===== config.mk =====
export PLATFORM = sky130hd
export DESIGN_NAME = mul_seq_arb
export DESIGN_NICKNAME = d
export VERILOG_FILES = /design/src/rtl/mul_ctrl_pkg.sv /design/src/rtl/rr_arbiter.sv /design/src/rtl/mul_seq_arb.sv
export SDC_FILE = /design/constraint.sdc
export NUM_CORES = 1
export LEC_CHECK = 0
export BUFFER_PORTS_ARGS = -buffer_cell sky130_fd_sc_hd__buf_2
export CAP_MARGIN = 30
export CORE_MARGIN = 1
export CORE_UTILIZATION = 45
export DETAILED_ROUTE_END_ITERATION = 10
export HOLD_SLACK_MARGIN = 0.02
export PLACE_DENSITY = 0.8
export SLEW_MARGIN = 10
export SYNTH_ARGS = -nofsm -noshare
export SYNTH_HDL_FRONTEND = slang
export SYNTH_SLANG_ARGS = --single-unit

===== constraint.sdc =====
create_clock -name clk -period 3.8 [get_ports clk]
set_input_delay 1.14 -clock clk [delete_from_list [all_inputs] [get_ports clk]]
set_output_delay 1.14 -clock clk [all_outputs]
set_load 0.03 [all_outputs]

===== src/rtl/mul_ctrl_pkg.sv =====
// Shared types and constants for the multiplier sequencer/arbiter.
// Contents: FSM state enum, operand/product widths, default operand hold length.
package mul_ctrl_pkg;

  typedef enum logic [1:0] {
    IDLE,
    HOLD,
    SAMPLE,
    DONE
  } state_e;

  localparam int unsigned OPW             = 5;  // operand width
  localparam int unsigned PW              = 9;  // product width
  localparam int unsigned HOLD_CYCLES_DEF = 6;  // 5 sampling rows + final adder register

endpackage


===== src/rtl/rr_arbiter.sv =====
// Round-robin arbiter with a registered last-grant pointer.
// Ports:
//   clk, rst  - clock, synchronous active-high reset (pointer -> N-1, so index 0 wins first)
//   req       - request vector
//   advance   - move the pointer to the current grant_id (accepted handshake)
//   grant     - one-hot combinational grant, zero when no request
//   grant_id  - encoded index of grant
module rr_arbiter #(
  parameter int unsigned N  = 4,
  parameter int unsigned IW = $clog2(N)
) (
  input  logic          clk,
  input  logic          rst,
  input  logic [N-1:0]  req,
  input  logic          advance,
  output logic [N-1:0]  grant,
  output logic [IW-1:0] grant_id
);

  logic [IW-1:0] last_q, last_d;
  logic          found;

  // Two passes: indices above the pointer first, then wrap to 0..pointer.
  always_comb begin
    grant    = '0;
    grant_id = '0;
    found    = 1'b0;
    for (int i = 0; i < N; i++) begin
      if (!found && req[i] && (i > int'(last_q))) begin
        found    = 1'b1;
        grant[i] = 1'b1;
        grant_id = IW'(i);
      end
    end
    for (int i = 0; i < N; i++) begin
      if (!found && req[i] && (i <= int'(last_q))) begin
        found    = 1'b1;
        grant[i] = 1'b1;
        grant_id = IW'(i);
      end
    end
  end

  always_comb begin
    last_d = last_q;
    if (advance) begin
      last_d = grant_id;
    end
  end

  always_ff @(posedge clk) begin
    if (rst) begin
      last_q <= IW'(N - 1);
    end else begin
      last_q <= last_d;
    end
  end

endmodule


===== src/rtl/mul_seq_arb.sv =====
// Sequencer + round-robin arbiter sharing one 5x5 signed multiplier among NREQ requesters.
// One operation at a time: operands are held stable for HOLD_CYCLES plus one sample cycle,
// then the product is captured and returned with the requester ID.
// Ports:
//   clk, rst              - clock, synchronous active-high reset
//   req_valid/req_ready   - per-requester handshake (req_ready one-hot, IDLE only)
//   req_a, req_b          - packed signed operands, requester i at [i*5 +: 5]
//   mul_a, mul_b, mul_en  - operand drive to the external multiplier
//   mul_p                 - product from the multiplier
//   res_valid/res_ready   - result handshake; res_p raw product, res_id issuing requester
//   busy                  - not in IDLE
module mul_seq_arb
  import mul_ctrl_pkg::*;
#(
  parameter int unsigned NREQ        = 4,
  parameter int unsigned HOLD_CYCLES = HOLD_CYCLES_DEF,
  parameter int unsigned IDW         = $clog2(NREQ)
) (
  input  logic                clk,
  input  logic                rst,
  input  logic [NREQ-1:0]     req_valid,
  input  logic [NREQ*OPW-1:0] req_a,
  input  logic [NREQ*OPW-1:0] req_b,
  output logic [NREQ-1:0]     req_ready,
  output logic [OPW-1:0]      mul_a,
  output logic [OPW-1:0]      mul_b,
  output logic                mul_en,
  input  logic [PW-1:0]       mul_p,
  output logic                res_valid,
  input  logic                res_ready,
  output logic [PW-1:0]       res_p,
  output logic [IDW-1:0]      res_id,
  output logic                busy
);

  localparam int unsigned CW = $clog2(HOLD_CYCLES + 1);

  state_e         state_q, state_d;
  logic [CW-1:0]  cnt_q, cnt_d;
  logic [OPW-1:0] opa_q, opa_d;
  logic [OPW-1:0] opb_q, opb_d;
  logic [IDW-1:0] id_q, id_d;
  logic [PW-1:0]  res_p_q, res_p_d;

  logic [NREQ-1:0] arb_req;
  logic [NREQ-1:0] grant;
  logic [IDW-1:0]  grant_id;
  logic            handshake;

  // Requests are only visible to the arbiter in IDLE and never during the reset cycle.
  assign arb_req   = ((state_q == IDLE) && !rst) ? req_valid : '0;
  assign handshake = |(req_valid & grant);

  rr_arbiter #(
    .N  (NREQ),
    .IW (IDW)
  ) u_rr_arbiter (
    .clk      (clk),
    .rst      (rst),
    .req      (arb_req),
    .advance  (handshake),
    .grant    (grant),
    .grant_id (grant_id)
  );

  always_comb begin
    state_d = state_q;
    cnt_d   = cnt_q;
    opa_d   = opa_q;
    opb_d   = opb_q;
    id_d    = id_q;
    res_p_d = res_p_q;
    unique case (state_q)
      IDLE: begin
        if (handshake) begin
          for (int i = 0; i < NREQ; i++) begin
            if (grant[i]) begin
              opa_d = req_a[i*OPW +: OPW];
              opb_d = req_b[i*OPW +: OPW];
            end
          end
          id_d    = grant_id;
          cnt_d   = '0;
          state_d = HOLD;
        end
      end
      HOLD: begin
        cnt_d = cnt_q + 1'b1;
        if (cnt_q == CW'(HOLD_CYCLES - 1)) begin
          state_d = SAMPLE;
        end
      end
      SAMPLE: begin
        res_p_d = mul_p;
        state_d = DONE;
      end
      DONE: begin
        if (res_ready) begin
          state_d = IDLE;
        end
      end
      default: state_d = IDLE;
    endcase
  end

  always_ff @(posedge clk) begin
    if (rst) begin
      state_q <= IDLE;
      cnt_q   <= '0;
      opa_q   <= '0;
      opb_q   <= '0;
      id_q    <= '0;
      res_p_q <= '0;
    end else begin
      state_q <= state_d;
      cnt_q   <= cnt_d;
      opa_q   <= opa_d;
      opb_q   <= opb_d;
      id_q    <= id_d;
      res_p_q <= res_p_d;
    end
  end

  // Operand registers only load in IDLE, so mul_a/mul_b cannot move while mul_en is high.
  assign req_ready = grant;
  assign mul_a     = opa_q;
  assign mul_b     = opb_q;
  assign mul_en    = (state_q == HOLD) || (state_q == SAMPLE);
  assign res_valid = (state_q == DONE);
  assign res_p     = res_p_q;
  assign res_id    = id_q;
  assign busy      = (state_q != IDLE);

endmodule


==> results_dict.tcl <==
set metrics [dict create \
    place.gp.congestion 0.784 \
    yosys.area_share.simple_pct 16.8 \
    drc 0 \
    ctsHoldBuffers 0 \
    grt_overflow_total 0 \
    clockPowerShare_pct 14.0 \
    synth-seq-cells 28 \
    synth_compound_area_share_pct 24.0 \
    drt-pass1-iter-count 4 \
    critPathMaxFanout 4 \
    fin_skew_ns 0.00819 \
    die_width_um 61.7 \
    path_buf_inv 2 \
    ir_worst_vdd_mv 0.424 \
    netlist.area_leader.share_pct 35.0 \
    numCtsBuffers 3 \
    crit_path_start "req_valid[3]" \
    fmaxAchievable_mhz 289 \
    sequentialPowerShare_pct 30.8 \
    dp_hpwl_um 3010 \
    cp-start-kind "input port" \
    status "complete, no violations" \
    clk_path_buf_depth 2 \
    ant_nets 0 \
    finalCritPeriodShare_pct 90.9 \
    synthTopCellsByArea "dfxtp_1 35%, mux2i_1 13%, a211oi_2 7.0%" \
    core_um2 3360 \
    synthCells 174 \
    slowest_delay_ns 0.53 \
    cp_cell_sequence "buf_2 -> a21boi_2 -> or4b_4 -> o21ai_2 -> buf_2" \
    wire_per_inst_um 13.0 \
    synth_adder_area_share_pct 5.46 \
    cts_tree "built" \
    ctsResizeCount 0 \
    path_common_cell "buf_2" \
    maxSlewViolCount 0 \
    crit_slowest_cell "or4b_4" \
    leakage_nw 0.975 \
    period_minus_slack_ns 3.45 \
    drv_cap 0 \
    fillCellCount 331 \
    worstSetupEndpointType "output port" \
    finalSetupViolCount 0 \
    synth_xor_area_share_pct 0 \
    cp_data_required_time_ns 2.66 \
    p_int_uw 776 \
    rsz0062_at_grt "false" \
    initial_core_util_pct 47.7 \
    cp.arrival_ns 2.31 \
    htree_levels 1 \
    tightest_slew_ns 0.550 \
    fin_ws_ns 0.346 \
    antenna_found_initial 0 \
    timing.rr.start "state_q[0]$_SDFFE_PP0P_" \
    die_h_um 61.7 \
    min-delay-start "res_id[1]$_SDFFE_PP0P_" \
    diodes 0 \
    powerDensity_nw_per_um2 663 \
    final_util_pct 63.2 \
    drt_iter0_drc 148 \
    insertion_delay_ns 0.33 \
    ys_types 37 \
    fin_setup_tns_ns 0 \
    final_net_count 321 \
    synth_top_family_by_area "compound AO/OA/AOI/OAI gates" \
    rows 21 \
    synth.area.mux_share_pct 13.1 \
    syn_nets 237 \
    portBuffers 83 \
    switching_share_pct 44.9 \
    slew-limit-headroom_pct 63.1 \
    min_path_type "register to register" \
    clkSinkCount 28 \
    vias 1620 \
    yosysSeqAreaShare_pct 35.0 \
    grt_pass1_vias 1373 \
    cp_top_family "simple AND/OR/NAND/NOR gates" \
    power.net_switching_uw 634 \
    root_buffer "clkbuf_4" \
    grt_usage_pct 20.5 \
    synth_warnings 0 \
    area_growth_pct 32.7 \
    grt_max_degree 19 \
    grt_pass1_wl_um 5860 \
    via_per_inst 5.35 \
    synth_area_per_cell_um2 9.21 \
    io_pins 84 \
    dieArea_um2 3800 \
    final-hold-violation-count 0 \
    synth_area_um2 1600 \
    clk_pin_slew_ns 0.16 \
    p_comb_share_pct 55.2 \
    synth.largest_area_cell "dfxtp_1" \
    wl_um 3940 \
    drive_gt1_share_pct 44.0 \
    critPathKind "input port to output port" \
    dp_slack_ns 0.335 \
    cts_setup_buffers 0 \
]
-- Yosys cell counts --
cell type	instances
nand3b_1	1
a211oi_1	2
o221ai_1	11
a211oi_2	9
mux2i_1	21
nand3_1	2
a311oi_1	1
nand2b_1	1
inv_1	9
dfxtp_1	28
or2_2	3
nand2b_4	1
o21a_1	1
o21ai_2	2
nor2_1	15
clkbuf_1	5
ha_1	7
o22ai_1	1
buf_2	4
or3_1	2
buf_1	1
nand2_1	9
buf_6	1
or3b_2	1
o2111ai_1	1
nor2b_1	2
nor3_1	15
o32ai_1	1
a21boi_2	1
o21ai_0	6
or4b_4	1
o31ai_2	1
a21oi_1	3
a211o_1	1
o31ai_1	1
o31a_1	2
clkinv_1	1
-- cells in the final DEF (no fill, tap or decap), drive strengths merged, types with 2 or more instances in the layout --
master / netlist / layout
a211oi: 11 / 11
a21oi: 3 / 3
buf: 6 / 90
clkbuf: 5 / 3
dfxtp: 28 / 28
ha: 7 / 7
inv: 9 / 9
mux2i: 21 / 21
nand2: 9 / 9
nand2b: 2 / 2
nand3: 2 / 2
nor2: 15 / 15
nor2b: 2 / 2
nor3: 15 / 15
o21ai: 8 / 8
o221ai: 11 / 11
o31a: 2 / 2
o31ai: 2 / 2
or2: 3 / 3
or3: 2 / 2
-- metrics by stage --
stage	cells	power, mW	hold WS, ns	instance area [µm²]
floorplan	174	1.02	0.468	1600
global placement	299	1.21	0.470	2070
detailed placement	299	1.23	0.482	2070
CTS	303	1.42	0.519	2130
global route	303	1.51	0.539	2130
finish	303	1.41	0.514	2130
-- layout make-up --
class | instances | area [µm²] | area share, %
repair buffers | 90 | 468 | 22.0
well taps | 46 | 57.6 | 2.71
clock buffers | 3 | 22.5 | 1.06
inverters | 10 | 37.5 | 1.76
clock inverters | 1 | 30.0 | 1.41
multi-input cells | 125 | 951 | 44.7
flip-flops and latches | 28 | 561 | 26.4
-- logic make-up after synthesis --
| logic type | after synthesis |
|---|---|
| AO/OA/AOI/OAI | 44 |
| adder cells (fa/ha/maj) | 7 |
| buffers and inverters | 21 |
| flip-flops | 28 |
| multiplexers | 21 |
| AND/OR/NAND/NOR | 53 |
-- sequential cells by signal (all words and copies together), names as in the netlist --
register / flops
res_p: 9
mul_a: 5
mul_b: 5
cnt_q: 3
res_id: 2
state_q: 2
u_rr_arbiter.last_q: 2
-- power groups by stage --
stage               sequential, mW  clock [mW]  combinational [mW]
finish                       0.435       0.197               0.778
floorplan                    0.564           0               0.458
global placement             0.437           0               0.770
global route                 0.447       0.209               0.852
detailed placement           0.440           0               0.785
CTS                          0.435       0.201               0.787
-- per-layer routing --
layer / part of all wire (%) / wire (µm) / global-route usage, % / vias up
li1: - / - / - / 813
met1: 45 / 1760 / 26.2 / 741
met2: 48 / 1900 / 35.6 / 62
met3: 6.5 / 256 / 3.99 / 4
met4: 0.63 / 25 / 5.08 / 0
met5: 0 / 0 / 0 / -
-- worst paths after layout --
| check | depth (start not counted) | slack (ns) | end |
|---|---|---|---|
| setup / recovery | 5 | 0.35 | req_ready[1] |
| hold / removal | 2 | 0.51 | res_id[1]$_SDFFE_PP0P_ |
| setup reg to reg | 8 | 1.63 | mul_a[0]$_SDFFE_PP0P_ |
| hold reg to reg | 2 | 0.51 | res_id[1]$_SDFFE_PP0P_ |
-- tightest hold or removal path, stage by stage (launching register included) --
cell and delay (ns):
dfxtp_1 0.34, nor2_1 0.10, nor3_1 0.05
Note: power is estimated with default switching activity, not from simulation.
